--- src/rtl/bcd_updown_counter.sv ---
// ----------------------------------------------------------------------------
// bcd_updown_counter
//
// Packed-BCD up/down counter used as the stopwatch time base. The count feeds
// the 7-segment display path directly, so it is kept in BCD at all times and
// never holds a digit above 9.
//
// Parameters:
//   DIGITS      number of BCD digits in the count (1..8)
//   LOAD_DIGITS number of upper digits written by LOAD (1..DIGITS)
//   WRAP        1 = wrap around at the limits, 0 = saturate at the limits
//
// Ports:
//   clk     in   system clock, rising edge
//   rst     in   asynchronous reset, active-high
//   tick    in   count enable, qualifies UP and DOWN only
//   op      in   [2:0] operation select:
//                  000 HOLD, 001 UP, 010 DOWN, 011 CLEAR, 100 PRESET,
//                  101 LOAD, 110/111 HOLD
//   ext     in   [4*LOAD_DIGITS-1:0] packed-BCD preload for the upper digits
//   count   out  [4*DIGITS-1:0] packed-BCD count, digit 0 in bits [3:0]
//   at_zero out  count is all zeros
//   at_max  out  count is all nines
//   tc      out  one-cycle pulse after UP&tick at all-nines or DOWN&tick at
//                zero (fires in both WRAP modes)
// ----------------------------------------------------------------------------
module bcd_updown_counter #(
    parameter int DIGITS      = 4,
    parameter int LOAD_DIGITS = 2,
    parameter int WRAP        = 1
) (
    input  logic                       clk,
    input  logic                       rst,
    input  logic                       tick,
    input  logic [2:0]                 op,
    input  logic [4*LOAD_DIGITS-1:0]   ext,
    output logic [4*DIGITS-1:0]        count,
    output logic                       at_zero,
    output logic                       at_max,
    output logic                       tc
);

    localparam int W = 4 * DIGITS;
    localparam logic [W-1:0] ALL_NINES = {DIGITS{4'h9}};

    localparam logic [2:0] OP_HOLD   = 3'b000;
    localparam logic [2:0] OP_UP     = 3'b001;
    localparam logic [2:0] OP_DOWN   = 3'b010;
    localparam logic [2:0] OP_CLEAR  = 3'b011;
    localparam logic [2:0] OP_PRESET = 3'b100;
    localparam logic [2:0] OP_LOAD   = 3'b101;

    logic [W-1:0] count_q;
    logic [W-1:0] inc_val;
    logic [W-1:0] dec_val;
    logic [W-1:0] load_val;
    logic         carry;
    logic         borrow;
    logic         inc_ovf;
    logic         dec_unf;

    // Clamp a preload digit into the BCD range so a bad ext value can never
    // put a non-BCD digit into the count.
    function automatic logic [3:0] clamp9(input logic [3:0] d);
        return (d > 4'd9) ? 4'd9 : d;
    endfunction

    // Decimal increment/decrement as a per-digit ripple. A digit only moves
    // while the carry (borrow) is still live; once a digit absorbs it, all
    // higher digits hold. A carry (borrow) surviving the top digit means the
    // count was at all-nines (zero), and the natural ripple result is already
    // the wrapped value.
    always_comb begin
        inc_val = count_q;
        dec_val = count_q;
        carry   = 1'b1;
        borrow  = 1'b1;
        for (int i = 0; i < DIGITS; i++) begin
            if (carry) begin
                if (count_q[4*i +: 4] == 4'd9) begin
                    inc_val[4*i +: 4] = 4'd0;
                end else begin
                    inc_val[4*i +: 4] = count_q[4*i +: 4] + 4'd1;
                    carry = 1'b0;
                end
            end
            if (borrow) begin
                if (count_q[4*i +: 4] == 4'd0) begin
                    dec_val[4*i +: 4] = 4'd9;
                end else begin
                    dec_val[4*i +: 4] = count_q[4*i +: 4] - 4'd1;
                    borrow = 1'b0;
                end
            end
        end
        inc_ovf = carry;
        dec_unf = borrow;
    end

    // LOAD image: ext fills the top LOAD_DIGITS digits, the rest are zero.
    // Built digit by digit so LOAD_DIGITS == DIGITS needs no zero-width field.
    always_comb begin
        load_val = '0;
        for (int i = 0; i < LOAD_DIGITS; i++) begin
            load_val[4*(DIGITS-LOAD_DIGITS+i) +: 4] = clamp9(ext[4*i +: 4]);
        end
    end

    always_ff @(posedge clk or posedge rst) begin
        if (rst) begin
            count_q <= '0;
            tc      <= 1'b0;
        end else begin
            tc <= 1'b0;
            case (op)
                OP_UP: begin
                    if (tick) begin
                        if (inc_ovf) begin
                            tc <= 1'b1;
                            if (WRAP != 0) count_q <= inc_val;
                        end else begin
                            count_q <= inc_val;
                        end
                    end
                end
                OP_DOWN: begin
                    if (tick) begin
                        if (dec_unf) begin
                            tc <= 1'b1;
                            if (WRAP != 0) count_q <= dec_val;
                        end else begin
                            count_q <= dec_val;
                        end
                    end
                end
                OP_CLEAR:  count_q <= '0;
                OP_PRESET: count_q <= ALL_NINES;
                OP_LOAD:   count_q <= load_val;
                OP_HOLD:   count_q <= count_q;
                default:   count_q <= count_q;
            endcase
        end
    end

    assign count   = count_q;
    assign at_zero = (count_q == '0);
    assign at_max  = (count_q == ALL_NINES);

endmodule

--- config.mk ---
export PLATFORM = sky130hd
export DESIGN_NAME = bcd_updown_counter
export DESIGN_NICKNAME = d
export VERILOG_FILES = /design/src/rtl/bcd_updown_counter.sv
export SDC_FILE = /design/constraint.sdc
export NUM_CORES = 1
export LEC_CHECK = 0
export BUFFER_PORTS_ARGS = -buffer_cell sky130_fd_sc_hd__buf_2
export CORE_ASPECT_RATIO = 1.4
export CORE_UTILIZATION = 45
export CTS_CLUSTER_SIZE = 30
export DETAILED_ROUTE_END_ITERATION = 12
export PLACE_DENSITY = 0.82
export REMOVE_ABC_BUFFERS = 1
export SLEW_MARGIN = 20
export SYNTH_ARGS = -nofsm -noshare
export SYNTH_HDL_FRONTEND = slang
export SYNTH_SLANG_ARGS = --single-unit
--- constraint.sdc ---
create_clock -name clk -period 2 [get_ports clk]
set_clock_uncertainty 0.05 [all_clocks]
set_input_delay 0.3 -clock clk [delete_from_list [all_inputs] [get_ports clk]]
set_output_delay 0.3 -clock clk [all_outputs]
set_load 0.01 [all_outputs]
; Word-level counts from Yosys, hierarchy flattened
; Index checks and enable logic that the tools add are counted.
; Widths: inputs -> output; s select.
[word_totals]
register_bits = 17
output_inout_bits = 19
word_cells = 81
inputBits = 14
[op_classes]
reduce_logical = 10
addsub = 8
muxes = 38
n_eq_ne = 18
magnitude_cmp = 2
[op_table]
columns = operator, count
row1 = $pmux 16 s5, 1
row2 = $mux 4, 16
row3 = $mux 16, 2
row4 = $mux 1, 18
row5 = $add 4x1->4 const B, 4
row6 = $eq 16x16->1 const B, 1
row7 = $eq 4x4->1 const B, 4
row8 = $logic_not 16->1, 1
row9 = $logic_not 4->1, 4
row10 = $ne 2x2->1 const B, 8
row11 = $sub 4x1->4 const B, 4
row12 = $reduce_and 5->1, 3
row13 = $gt 4x4->1 const B, 2
row14 = $eq 3x2->1 const B, 2
row15 = $eq 3x3->1 const B, 2
row16 = $reduce_bool 5->1, 1
row17 = $eq 3x1->1 const B, 1
row18 = $reduce_and 3->1, 1
row19 = $pmux 1 s2, 1

; Logic depth before layout (Yosys ltp)
; Gate-level depths: netlist (run 1).
[logic_depth]
ltp_word = 8
mapped_depth = 7
ltp_nobuf = 5

; Least setup slack after synthesis (run 1)
; Ideal clock, no wire load.
[synth_path]
kind = reg2reg
from = register count_q[6] (netlist: count[6])
to = register count_q[13] (netlist: count[13])
arrival_time_ps = 2092
period_less_slack_ps = 2267
path_buffers = 1
setup_time_ps = 125
path_slack_ps = -267
stages_incl_launch_ff = 7
cell_sequence = dfrtp_1 > buf_2 > or4_1 > nor4b_4 > nor2_2 > a211oi_4 > mux2_4
[synth_between]
elab_chain_cells = 6
[synth_lines]
columns = element, line_no
row1 = from (decl), 53  ; logic [W-1:0] count_q;
row2 = from (signal assigned), 120  ; if (WRAP != 0) count_q <= inc_val;
row3 = from (signal assigned), 122  ; count_q <= inc_val;
row4 = from (signal assigned), 130  ; if (WRAP != 0) count_q <= dec_val;
row5 = $eq 4x4->1 or $logic_not 4->1 (tied branches), "80, 88"
row6 = "$mux 1, on equally long branches", "80, 88"
row7 = "$mux 1, on equally long branches (2 in a row)", "79, 87"
row8 = $ne 2x2->1 (no source line), -
row9 = $reduce_and 5->1 (no source line) *, -
; Every way passes the cells marked *; elsewhere a longest branch is shown, timed or not.
; A chain may end at the register's enable or synchronous reset.

; Worst setup path after layout (run 1)
[layout_path]
from = register count_q[4] (netlist: count[4])
to = output at_zero
[layout_between]
elab_chain_cells = 1
[layout_lines]
columns = element, line_no
row1 = $logic_not 16->1, 146  ; assign at_zero = (count_q == '0);
row2 = to (decl), 38  ; output logic at_zero,
; Every way passes these cells.

==> flow_summary.ini, run 1 <==
[final_layout]
multi_input_area_sq_um = 1160
fin_nets = 271
stdcell_area_sq_um = 2090
seq_area_sq_um = 425
drive_gt1_frac = 0.316
n_antenna_cell = 0
fillers = 317
area_growth_pct = 26.6

[route]
ant_nets = 0
viasPerCell = 6.25
firstDrtPassIters = 5
wl_per_cell_um = 16.3
first_iter_violations = 67
routed_wirelength_mm = 4.81
drcViolationCount = 0
num_vias = 1849

[sta]
finalWorstSetupSlack_ns = -0.204
final-hold-violation-count = 0
fmax_mhz = 454
fin_crit_sh = 1.10
setup_tns_ns = -0.914
min_period_ns = 2.20
slew_headroom = 0.539
hold_ws_ns = 0.0838
rsz0062_at_grt = yes
worst_pin_slew_ns = 0.691
maxSlewViolCount = 0
setup_viol = 6

[floorplan]
die_height_um = 73.7
coreArea_sq_um = 3440
dieArea_sq_um = 3920
std_cell_rows = 25
die_x_um = 53.2
initial_utilization = 0.480
ios = 33

[grt]
grt_pass1_wl_mm = 7.44
grt-ovfl-total = 0
grtUsageTotal = 0.256
grt_max_degree = 21
grt_pass1_vias = 1669
antenna_found_initial = 0

[clock_tree]
clock_path_buffers = 2
cts.htree.levels = 1
cts_buffers = 3
holdBufCountCts = 0
cts_sinks = 17
cts_tree = built
cts.clk_slew.worst_paths_ns = 0.08
clockRootBuffer = clkbuf_8
clock_latency_ns = 0.26

[place]
place_area_sq_um = 1960
hpwlAfterDp_mm = 3.42
portBuffers = 32
gp_congestion = 0.941

[synth]
avgSynthCellArea_sq_um = 7.79
yosysSeqAreaShare = 0.258
synthCells = 212
yosysMostFrequentCell = o21ai_0
ys_types = 54
async_reset_ff_frac = 1.00
syn_area_sq_um = 1650
synth_common_cells = o21ai_0 (25), nor2_1 (19), dfrtp_1 (17), nand2_1 (17), a21oi_1 (11)
yosysWarningCount = 0
ys_top_cells_by_area = dfrtp_1 (26%), o21ai_0 (7.6%), nor2_1 (4.3%)
synth_top_flop_cell = dfrtp_1
synth_edf_count = 0
ys_ff_latch = 17
synth_top_area_share = 0.258
synth_top_cell_by_area = dfrtp_1

[power]
powerDensity_nw_per_um2 = 1240
irDropWorstVdd_mv = 0.695
power_leakage_uw = 0.000927
power_uw = 2590

[worst_setup_path]
r2r-start = count[6]$_DFFE_PP0P_
start_kind = flop
critical_path_class = reg2out
reg2reg_depth = 6
worst_setup_path_end_kind = output port
reg2reg_slack_ns = -0.14
cp.required_ns = 1.65
worstSetupEndpoint = at_zero
critical_path.max_fanout = 2
reg2reg_to = count[12]$_DFFE_PP0P_
crit_arrival_ns = 1.85
crit_start = count[4]$_DFFE_PP0P_

[outcome]
run_status = complete, but fails checks
violations = setup timing

[min_path]
hold_class = in2async

[job]
cap_violations = 0
## routing by layer
layer  share of wire  track usage  vias to the layer above
met4           0.037        0.137                        0
met2            0.52        0.433                       74
li1                -            -                      874
met3           0.052       0.0186                       17
met1            0.39        0.312                      884
met5               0            0                        -
## kinds of logic after synthesis
group / share of synthesized area
AND/OR/NAND/NOR: 0.248
XOR/XNOR: 0.0477
AO/OA/AOI/OAI: 0.320
flip-flops: 0.258
buffers and inverters: 0.0705
multiplexers: 0.0553
## area by class of cell
cell class	count	area share
clock buffers	3	0.0197
clock inverters	1	0.00239
inverters	8	0.0144
multi-input cells	168	0.556
flip-flops and latches	17	0.203
well taps	40	0.0239
repair buffers	59	0.180
## where the power goes
group / switching [uW] / total (uW) / internal [uW] / leakage, uW
Sequential: 199 / 673 / 474 / 0.000214
Combinational: 854 / 1640 / 791 / 0.000688
Clock: 138 / 277 / 139 / 0.0000255
## critical path, cell delays in order (launching register included)
cell,delay [ns]
dfrtp_1,0.39
or4_4,0.57
nor4b_4,0.33
and2_4,0.21
buf_6,0.10
## worst min-delay path by stage
stage	startpoint	slack, ns	end
2_1_floorplan	rst	0.18	count[0]$_DFFE_PP0P_
3_3_place_gp	rst	0.37	count[7]$_DFFE_PP0P_
3_5_place_dp	rst	0.39	count[7]$_DFFE_PP0P_
4_1_cts	rst	0.11	count[13]$_DFFE_PP0P_
5_1_grt	rst	0.16	count[7]$_DFFE_PP0P_
6_report	rst	0.08	count[13]$_DFFE_PP0P_
## registers in the layout, indices dropped and copies added (netlist names)
signal  cells
count      16
tc          1
## through the flow
stage | utilization | cells | worst slack (ns)
2_1_floorplan | - | 193 | -0.241
3_3_place_gp | 0.571 | 290 | -0.0732
3_5_place_dp | 0.571 | 290 | -0.0766
4_1_cts | 0.600 | 295 | -0.167
5_1_grt | 0.608 | 296 | -0.235
6_report | 0.608 | 296 | -0.204
## cell usage in the layout, fill, tap and decap left out, drive strengths merged, types with 5 or more instances in the layout
| cell type | n |
|---|---|
| nor2 | 20 |
| mux2i | 5 |
| nor3 | 5 |
| nand2b | 6 |
| dfrtp | 17 |
| inv | 7 |
| xor2 | 5 |
| a22oi | 6 |
| a211oi | 5 |
| a21oi | 11 |
| o21ai | 25 |
| nand2 | 18 |
| buf | 59 |
## timing repair
action,in CTS,in global routing
hold endpoints to repair,0,0
buffers inserted,1,1
pin swaps,5,7
endpoints found under the setup margin,10,12
gates resized for setup,7,6
gates cloned,0,0
No activity file was read; power rests on OpenSTA's default activity.
==> run 2, diff against run 1 <==
--- a/config.mk
+++ b/config.mk
@@ -7,10 +7,12 @@
 export LEC_CHECK = 0
 export BUFFER_PORTS_ARGS = -buffer_cell sky130_fd_sc_hd__buf_2
 export CORE_ASPECT_RATIO = 1.4
+export CORE_MARGIN = 8
 export CORE_UTILIZATION = 45
 export CTS_CLUSTER_SIZE = 30
 export DETAILED_ROUTE_END_ITERATION = 12
 export PLACE_DENSITY = 0.82
+export RECOVER_POWER = 50
 export REMOVE_ABC_BUFFERS = 1
 export SLEW_MARGIN = 20
 export SYNTH_ARGS = -nofsm -noshare
==> run 2 against run 1 <==
Against the previous run: the run still ends with setup timing left; count of clock-buffer cells in the layout unchanged; global-route usage down 8.5 points; non-clock buffer count up 6; combinational power increased by 9%; worst setup slack got worse by 0.053 ns; via count down 0.81%; fmax down 2.3%; final area grew 3.1%; die area grew 50%; hold slack better by 0.0014 ns; utilization is 0.55 points lower; wire length increased by 8.2%; critical endpoint unchanged.
==> flow_summary.ini, run 2 (synthesis results as in run 1) <==
[grt]
grt_pass1_wl_mm = 7.97
grt_max_degree = 18
grtUsageTotal = 0.170
grt_pass1_vias = 1737
antenna_found_initial = 0
grt-ovfl-total = 0

[place]
hpwlAfterDp_mm = 3.68
dp.cells = 296
place_area_sq_um = 2000
gp_congestion = 0.865
portBuffers = 32

[floorplan]
std_cell_rows = 26
die_x_um = 67.2
coreArea_sq_um = 3580
initial_utilization = 0.462
die_height_um = 87.7
ios = 33
dieArea_sq_um = 5890

[job]
cap_violations = 0

[sta]
slew_headroom = 0.538
final-hold-violation-count = 0
fin_crit_sh = 1.13
fmax_mhz = 443
min_period_ns = 2.26
setup_viol = 12
worst_pin_slew_ns = 0.692
setup_tns_ns = -1.74
maxSlewViolCount = 0
rsz0062_at_grt = yes
hold_ws_ns = 0.0851
finalWorstSetupSlack_ns = -0.257

[outcome]
run_status = complete, but fails checks
violations = setup timing

[worst_setup_path]
critical_path_class = reg2out
r2r-start = count[3]$_DFFE_PP0P_
start_kind = flop
crit_arrival_ns = 1.91
reg2reg_slack_ns = -0.18
critical_path.max_fanout = 2
worst_setup_path_end_kind = output port
reg2reg_to = count[15]$_DFFE_PP0P_
reg2reg_depth = 5
cp.required_ns = 1.65

[clock_tree]
cts_buffers = 3
cts.htree.levels = 1
cts.clk_slew.worst_paths_ns = 0.08
clockRootBuffer = clkbuf_8
clock_latency_ns = 0.26
clock_path_buffers = 2
cts_tree = built
cts_sinks = 17

[power]
irDropWorstVdd_mv = 0.675
powerDensity_nw_per_um2 = 1250
p_clk_frac = 0.101
power_leakage_uw = 0.000951
p_comb_frac = 0.660
sequentialPowerShare = 0.239
switching_share = 0.461
internal_power_uw = 1450
switchingPower_uw = 1240

[final_layout]
stdcell_area_sq_um = 2150
layout_common_cells = buf_4 (31), buf_2 (29), o21ai_0 (21)
fin_nets = 277
drive_gt1_frac = 0.328
final_common_cell = buf_4
fillers = 331
final_cells = 304
n_antenna_cell = 0
area_growth_pct = 30.5
largest_reg_flops = 16

[route]
routed_wirelength_mm = 5.20
ant_nets = 0
drcViolationCount = 0
num_vias = 1834
first_iter_violations = 69
wl_per_cell_um = 17.1
firstDrtPassIters = 4
viasPerCell = 6.03

[min_path]
hold_class = in2async
==> run 2: how the worst max path moves through the flow <==
stage | from | to | slack (ns)
floorplan | count[3]$_DFFE_PP0P_ | count[15]$_DFFE_PP0P_ | -0.24
global placement | count[6]$_DFFE_PP0P_ | count[15]$_DFFE_PP0P_ | -0.08
detailed placement | count[6]$_DFFE_PP0P_ | count[15]$_DFFE_PP0P_ | -0.16
CTS | count[4]$_DFFE_PP0P_ | at_zero | -0.22
global route | count[2]$_DFFE_PP0P_ | at_zero | -0.31
finish | count[3]$_DFFE_PP0P_ | at_zero | -0.26
==> run 2: stage by stage <==
| stage | utilization | power (uW) | setup WS [ns] |
|---|---|---|---|
| global placement | 0.558 | 2230 | -0.0829 |
| detailed placement | 0.558 | 2270 | -0.165 |
| finish | 0.602 | 2690 | -0.257 |
| global route | 0.602 | 2890 | -0.313 |
| floorplan | - | 1610 | -0.241 |
| CTS | 0.582 | 2570 | -0.221 |
==> run 2: area by class of cell <==
type | count | area [sq um] | area share
multi-input cells | 168 | 1180 | 0.548
flip-flops and latches | 17 | 425 | 0.197
repair buffers | 65 | 419 | 0.195
well taps | 42 | 52.6 | 0.0244
clock buffers | 3 | 41.3 | 0.0192
inverters | 8 | 30.0 | 0.0139
clock inverters | 1 | 5.00 | 0.00232
==> run 2: repair_timing <==
action	CTS	global route
pin swaps	7	6
hold buffers	0	0
buffers inserted	2	2
gates cloned	0	0
resized for setup	6	12
setup endpoints to repair	9	14
==> run 2: per-layer routing <==
| metal | up-vias | global-route usage | share of wire |
|---|---|---|---|
| met4 | 0 | 0.0802 | 0.042 |
| met1 | 874 | 0.187 | 0.38 |
| met5 | - | 0 | 0 |
| met2 | 57 | 0.312 | 0.53 |
| li1 | 883 | - | - |
| met3 | 20 | 0.0192 | 0.044 |
==> run 2: worst max-delay path, stage by stage (launching register included) <==
cell,delay (ns)
dfrtp_1,0.39
or4_4,0.57
nor4b_4,0.37
and2_4,0.22
buf_6,0.10
==> run 2: power by group through the flow <==
| stage | registers [uW] | logic (uW) | clock network [uW] |
|---|---|---|---|
| final | 644 | 1780 | 271 |
| after global routing | 663 | 1940 | 286 |
| after CTS | 634 | 1670 | 266 |
| after detailed placement | 636 | 1640 | 0 |
| after global placement | 628 | 1600 | 0 |
| after floorplan | 824 | 788 | 0 |
